[config.mk]
export PLATFORM = sky130hd
export DESIGN_NAME = uart_rx_buffer
export DESIGN_NICKNAME = d
export VERILOG_FILES = /design/src/rtl/uart_rx_buffer.sv
export SDC_FILE = /design/constraint.sdc
export NUM_CORES = 1
export LEC_CHECK = 0
export CORE_MARGIN = 5
export CORE_UTILIZATION = 51
export CTS_BUF_LIST = sky130_fd_sc_hd__clkbuf_8
export CTS_CLUSTER_SIZE = 12
export DETAILED_ROUTE_END_ITERATION = 10
export GPL_ROUTABILITY_DRIVEN = 0
export PLACE_DENSITY_LB_ADDON = 0.15
export SLEW_MARGIN = 20
export SYNTH_ARGS = -nofsm -noshare
export SYNTH_HDL_FRONTEND = slang
export SYNTH_SLANG_ARGS = --single-unit
[constraint.sdc]
create_clock -name clk -period 3.9 [get_ports clk]
set_input_delay 0.78 -clock clk [delete_from_list [all_inputs] [get_ports clk]]
set_output_delay 0.78 -clock clk [all_outputs]
set_load 0.1 [all_outputs]
[src/rtl/uart_rx_buffer.sv]
// rtl/uart_rx_buffer.sv - UART receive byte FIFO with valid/ready read side, sticky overflow and line-idle pulse
// Optional `UART_RX_BUFFER_LEVEL_EN adds the level output (current FIFO occupancy).
module uart_rx_buffer #(
    parameter int DATA_BITS   = 8,
    parameter int DEPTH       = 16,
    parameter int IDLE_CYCLES = 17360
) (
    input  logic                   clk,
    input  logic                   rstn,
    input  logic [DATA_BITS-1:0]   rx_data,
    input  logic                   rx_valid,
    output logic [DATA_BITS-1:0]   m_data,
    output logic                   m_valid,
    input  logic                   m_ready,
    output logic                   overflow,
    input  logic                   overflow_clr,
`ifdef UART_RX_BUFFER_LEVEL_EN
    output logic [$clog2(DEPTH):0] level,
`endif
    output logic                   idle
);

    localparam int PW = $clog2(DEPTH);
    localparam int CW = PW + 1;
    localparam int IW = $clog2(IDLE_CYCLES + 1);
    localparam logic [CW-1:0] FULL_CNT = CW'(DEPTH);
    localparam logic [IW-1:0] TERM_CNT = IW'(IDLE_CYCLES - 1);

    typedef enum logic {
        DISARMED = 1'b0,
        ARMED    = 1'b1
    } idle_state_e;

    logic [DATA_BITS-1:0] mem_q [DEPTH];
    logic [PW-1:0]        wr_ptr_q, wr_ptr_d;
    logic [PW-1:0]        rd_ptr_q, rd_ptr_d;
    logic [CW-1:0]        count_q, count_d;
    logic                 overflow_q, overflow_d;
    idle_state_e          state_q, state_d;
    logic [IW-1:0]        idle_cnt_q, idle_cnt_d;
    logic                 idle_q, idle_d;

    logic push;
    logic pop;
    logic drop;

    // A pop in the same cycle frees the slot, so a full FIFO still takes the byte.
    assign pop  = (count_q != '0) && m_ready;
    assign push = rx_valid && ((count_q != FULL_CNT) || pop);
    assign drop = rx_valid && !push;

    always_comb begin
        wr_ptr_d = wr_ptr_q;
        rd_ptr_d = rd_ptr_q;
        count_d  = count_q;
        if (push) begin
            wr_ptr_d = wr_ptr_q + PW'(1);
        end
        if (pop) begin
            rd_ptr_d = rd_ptr_q + PW'(1);
        end
        case ({push, pop})
            2'b10:   count_d = count_q + CW'(1);
            2'b01:   count_d = count_q - CW'(1);
            default: count_d = count_q;
        endcase
    end

    // A drop in the same cycle as a clear keeps the flag set.
    always_comb begin
        overflow_d = overflow_q;
        if (drop) begin
            overflow_d = 1'b1;
        end else if (overflow_clr) begin
            overflow_d = 1'b0;
        end
    end

    always_comb begin
        state_d    = state_q;
        idle_cnt_d = idle_cnt_q;
        idle_d     = 1'b0;
        if (rx_valid) begin
            state_d    = ARMED;
            idle_cnt_d = '0;
        end else if (state_q == ARMED) begin
            if (idle_cnt_q == TERM_CNT) begin
                idle_d     = 1'b1;
                state_d    = DISARMED;
                idle_cnt_d = '0;
            end else begin
                idle_cnt_d = idle_cnt_q + IW'(1);
            end
        end
    end

    always_ff @(posedge clk) begin
        if (push) begin
            mem_q[wr_ptr_q] <= rx_data;
        end
    end

    always_ff @(posedge clk or negedge rstn) begin
        if (!rstn) begin
            wr_ptr_q   <= '0;
            rd_ptr_q   <= '0;
            count_q    <= '0;
            overflow_q <= 1'b0;
            state_q    <= DISARMED;
            idle_cnt_q <= '0;
            idle_q     <= 1'b0;
        end else begin
            wr_ptr_q   <= wr_ptr_d;
            rd_ptr_q   <= rd_ptr_d;
            count_q    <= count_d;
            overflow_q <= overflow_d;
            state_q    <= state_d;
            idle_cnt_q <= idle_cnt_d;
            idle_q     <= idle_d;
        end
    end

    // Gate the head word so stale memory never shows while empty or in reset.
    assign m_valid  = (count_q != '0);
    assign m_data   = m_valid ? mem_q[rd_ptr_q] : '0;
    assign overflow = overflow_q;
    assign idle     = idle_q;
`ifdef UART_RX_BUFFER_LEVEL_EN
    assign level    = count_q;
`endif

endmodule

## Word level (Yosys, flattened, before mapping)

Memories as Yosys holds them, arrays and structs flattened.
Index checks and enable logic that the tools add are counted.

| operators by class | value |
|---|---|
| reduce and logical (&&, ||, !) cells | 9 |
| multiplexer cells | 15 |
| add/subtract/negate cells | 5 |
| equality and inequality tests | 4 |

Operator list:

| operator | number |
|---|---|
| $mux 15 | 3 |
| $add 15x1->15 const B | 1 |
| $eq 15x15->1 const B | 1 |
| $mux 1 | 10 |
| $pmux 5 s2 | 1 |
| $add 4x1->4 const B | 2 |
| $mux 8 | 1 |
| $reduce_bool 2->1 | 3 |
| $add 5x1->5 const B | 1 |
| $ne 5x5->1 const B | 1 |
| $reduce_bool 5->1 | 1 |
| $sub 5x1->5 const B | 1 |
| $logic_and 1x1->1 | 3 |
| $eq 2x1->1 const B | 1 |
| $eq 2x2->1 const B | 1 |
| $logic_not 1->1 | 1 |
| $logic_or 1x1->1 | 1 |

| storage, ports and cells | value |
|---|---|
| bits of input ports | 13 |
| memories kept | 1 |
| RAM bits | 128 |
| flip-flop bits (word level) | 31 |
| logic and storage cells | 41 |
| output and inout port bits | 11 |

Memories:

| name | words | width | read ports | clocked after Yosys merged registers in | wr ports | RTL line | source |
|---|---|---|---|---|---|---|---|
| mem_q | 16 | 8 | 1 | 0 | 1 | 34 | `logic [DATA_BITS-1:0] mem_q [DEPTH];` |

## Logic depth before layout (Yosys ltp)

| depth | value |
|---|---|
| depth in word-level cells | 7 |
| mapped depth | 9 |
| depth with buffers taken out | 8 |

## Least setup slack after synthesis

Ideal clock, no wire load.

| timing | value |
|---|---|
| path kind | register to output |
| from | reg count_q[1] |
| to | out m_data[6] |
| data required time | 3.120 ns |
| slack | -0.258 ns |
| data arrival time | 3.378 ns |
| cell stages (with the launch flop) | 6 |
| path buffers | 1 |
| cell sequence | dfrtp_1 -> or4_1 -> clkbuf_1 -> nand2b_1 -> nand2_1 -> o22ai_1 |

| on the way | value |
|---|---|
| longest elaborated chain between the ends | 2 |

Ends and longest elaborated chain:

| what | RTL line | source |
|---|---|---|
| start: declaration | 37 | `logic [CW-1:0] count_q, count_d;` |
| start signal: assignment | 115 | `count_q <= count_d;` |
| $reduce_bool 5->1 | 124 | `assign m_valid = (count_q != '0);` |
| net m_valid | 13 | `output logic m_valid,` |
| $mux 8 | 125 | `assign m_data = m_valid ? mem_q[rd_ptr_q] : '0;` |
| end: declaration | 12 | `output logic [DATA_BITS-1:0] m_data,` |

The timed path passes the listed nets, and every way through them passes these cells.

## Worst setup path in the final report

| timing | value |
|---|---|
| from | reg count_q[1] |
| to | out m_data[4] |

| on the way | value |
|---|---|
| longest elaborated chain between the ends | 2 |

Ends and longest elaborated chain:

| what | RTL line |
|---|---|
| $reduce_bool 5->1 | 124 |
| $mux 8 | 125 |

No other way between the ends.

==> impl_metrics.ini <==
[cells_and_area]
final_cell_area_um2 = 7560
drive_gt1_share_pct = 21.3
antenna_cells = 0
areaGrowthSynthToFinish_pct = 12.3
num-fill-cells = 1001
nNetsFinal = 458
multi_input_area_um2 = 1960
seq_area_um2 = 4620

[power_and_ir_drop]
intPower_mw = 3.36
p_sw_mw = 2.09
p_comb_share_pct = 38.4
power_switching_share_pct = 38.3
seqPwrFrac_pct = 41.0
ir_drop_mv = 0.423
pwr-share-clk_pct = 20.6
p_leak_nw = 2.60
power.density_nw_per_um2 = 722
total_power_mw = 5.46

[timing]
fin_hold_ws_ns = 0.290
setup_violations = 0
hold_viol = 0
slew_viol_final = 0
period_needed_ns = 3.29
max_slew_margin_pct = 35.6
worstMarginPinSlew_ns = 0.962
fmax_mhz = 304
rsz0062_at_grt = false
finalClockSkew_ns = 0.0127
fin_crit_sh_pct = 84.5

[floorplanning]
io_pins = 24
rows = 42
start_util_pct = 51.4
die_y_um = 125
core_area_um2 = 13100
die_area_um2 = 15600
die_w_um = 125

[clock_network]
post_cts_buffers = 0
htree_num_levels = 4
clk_pin_slew_worst_paths_ns = 0.08
cts-resized-gates = 0
cts_hold_buf = 0
cts_buffers = 17
clk_latency_ns = 0.45
cts_tree = yes
cts_root_buf = clkbuf_8
clock_path_buffers = 2
cts_num_sinks = 159

[critical_path]
cp-start-kind = flop
cp-end-kind = primary output
critPathKind = reg2out
critPathRequiredTime_ns = 3.12
crit_arrival_ns = 2.51
crit_fanout = 8

[global_route]
grt_antenna_before_repair = 0
grt_max_degree = 28
grt-ovfl-total = 0
grt_pass1_vias = 3640
grt_use_total_pct = 17.0
grt_first_pass_wirelength_um = 20400

[routing]
drt-initial-drc-count = 250
vias = 3578
wirelength_um = 12600
viasPerCell = 5.75
drt-wirelength-per-cell_um = 20.2
firstDrtPassIters = 4
drc = 0
ant_nets = 0

[logic_synthesis]
synth_cell_types = 48
yosys_warnings = 0
synth_edf_count = 128
synthFlopType = edfxtp_1
seq_area_frac_synth_pct = 68.7
synth_nets = 423
async_flop_share_pct = 19.5
synthesis.area_um2 = 6730
netlist_instances = 400
syn-mean-instance-area_um2 = 16.8
synth-seq-cells = 159

[flow_run]
maxCapViolations = 0

[run_status]
status = complete, no violations

[hold_path]
min_path_type = in2async

[placed_design]
hpwlAfterDp_um = 8150
place_area_um2 = 7200
numPortBuffers = 23
==> path summary, 6_finish.rpt <==
path / startpoint / to / slack, ns / depth (start not counted)
max reg2reg: count_q[1] / count_q[4] / 0.98 / 8
max: count_q[1] / m_data[4] / 0.61 / 5
min in group clk: rd_ptr_q[2] / rd_ptr_q[2] / 0.52 / 1
max in group asynchronous: rstn / rd_ptr_q[0] / 3.05 / 2
min reg2reg: rd_ptr_q[2] / rd_ptr_q[2] / 0.52 / 1
min: rstn / idle_cnt_q[8] / 0.29 / 1
==> cells in the final DEF (no fill, tap or decap), types with 3 or more instances in the layout <==
cell               n
inv_1             13
nand3_1           10
o22ai_1            9
nor2_1            15
nand2b_1           6
and2_1             3
mux2i_1           20
nor4_1             3
o21ai_0            3
buf_4             24
and3_1             3
a31oi_1           10
nor3_1             4
ha_1               9
nand4_1            8
dfrtp_1           30
or3_1              3
mux4_2            32
mux2_2             3
o211ai_1           4
clkinvlp_4         4
nor2b_1            3
xnor2_1            8
clkbuf_8          17
clkdlybuf4s50_1   13
nand2_1           19
edfxtp_1         128
==> layer usage <==
metal	wire [um]	global-route usage [%]	vias up
met5	0	0	-
met3	409	3.56	16
met4	187	6.57	0
met1	5950	24.7	1836
met2	6030	25.6	74
li1	-	-	1652
==> area by class of cell <==
class	instances	area share, %
flip-flops and latches	159	61.2
multi-input cells	206	25.9
repair buffers	40	4.70
clock buffers	17	3.10
well taps	176	2.91
clock inverters	13	1.69
inverters	11	0.546
==> sequential cells by signal, summed over array words and instances (netlist names) <==
| register | cells |
|---|---|
| overflow | 1 |
| state_q | 1 |
| rd_ptr_q | 4 |
| mem_q | 128 |
| count_q | 5 |
| wr_ptr_q | 4 |
| idle | 1 |
| idle_cnt_q | 15 |
==> logic make-up after synthesis <==
group           share of synthesized area, %
flops                                   68.7
simple gates                            7.05
mux                                     14.2
compound gates                          4.58
buf+inv                                 2.23
xor+xnor                                1.30
fa+ha+maj                               1.97
==> stage by stage <==
stage               std cells  TNS, ns  utilization, %  setup WS [ns]
floorplan                 400    -1.99               -         -0.258
global placement          592        0            55.0          0.690
detailed placement        592        0            55.0          0.567
CTS                       622        0            57.8          0.550
global route              622        0            57.7          0.454
finish                    622        0            57.7          0.606
==> worst max-delay path: stages (launching register included) <==
cell      delay [ns]
dfrtp_1         0.40
or4_1           0.65
nand2b_1        0.26
nand2b_1        0.31
o22ai_1         0.19
buf_4           0.27
==> synth_stat cells, types with 6 or more instances <==
master / count / area (um2)
edfxtp_1: 128 / 3840
mux4_2: 32 / 721
dfrtp_1: 31 / 776
mux2i_1: 20 / 200
nand2_1: 19 / 71.3
clkbuf_1: 16 / 60.1
nor2_1: 15 / 56.3
inv_1: 11 / 41.3
a31oi_1: 10 / 62.6
nand3_1: 10 / 50.1
ha_1: 9 / 113
o22ai_1: 9 / 56.3
nand4_1: 8 / 50.1
xnor2_1: 8 / 70.1
nand2b_1: 6 / 37.5
==> power by group through the flow <==
stage	registers, mW	clock network [mW]	logic [mW]
after global placement	2.27	0	2.10
after CTS	2.24	1.15	2.13
after floorplan	2.14	0	1.72
after detailed placement	2.28	0	2.12
final	2.23	1.13	2.10
after global routing	2.27	1.22	2.23
Power figures use the tool's default switching activity.
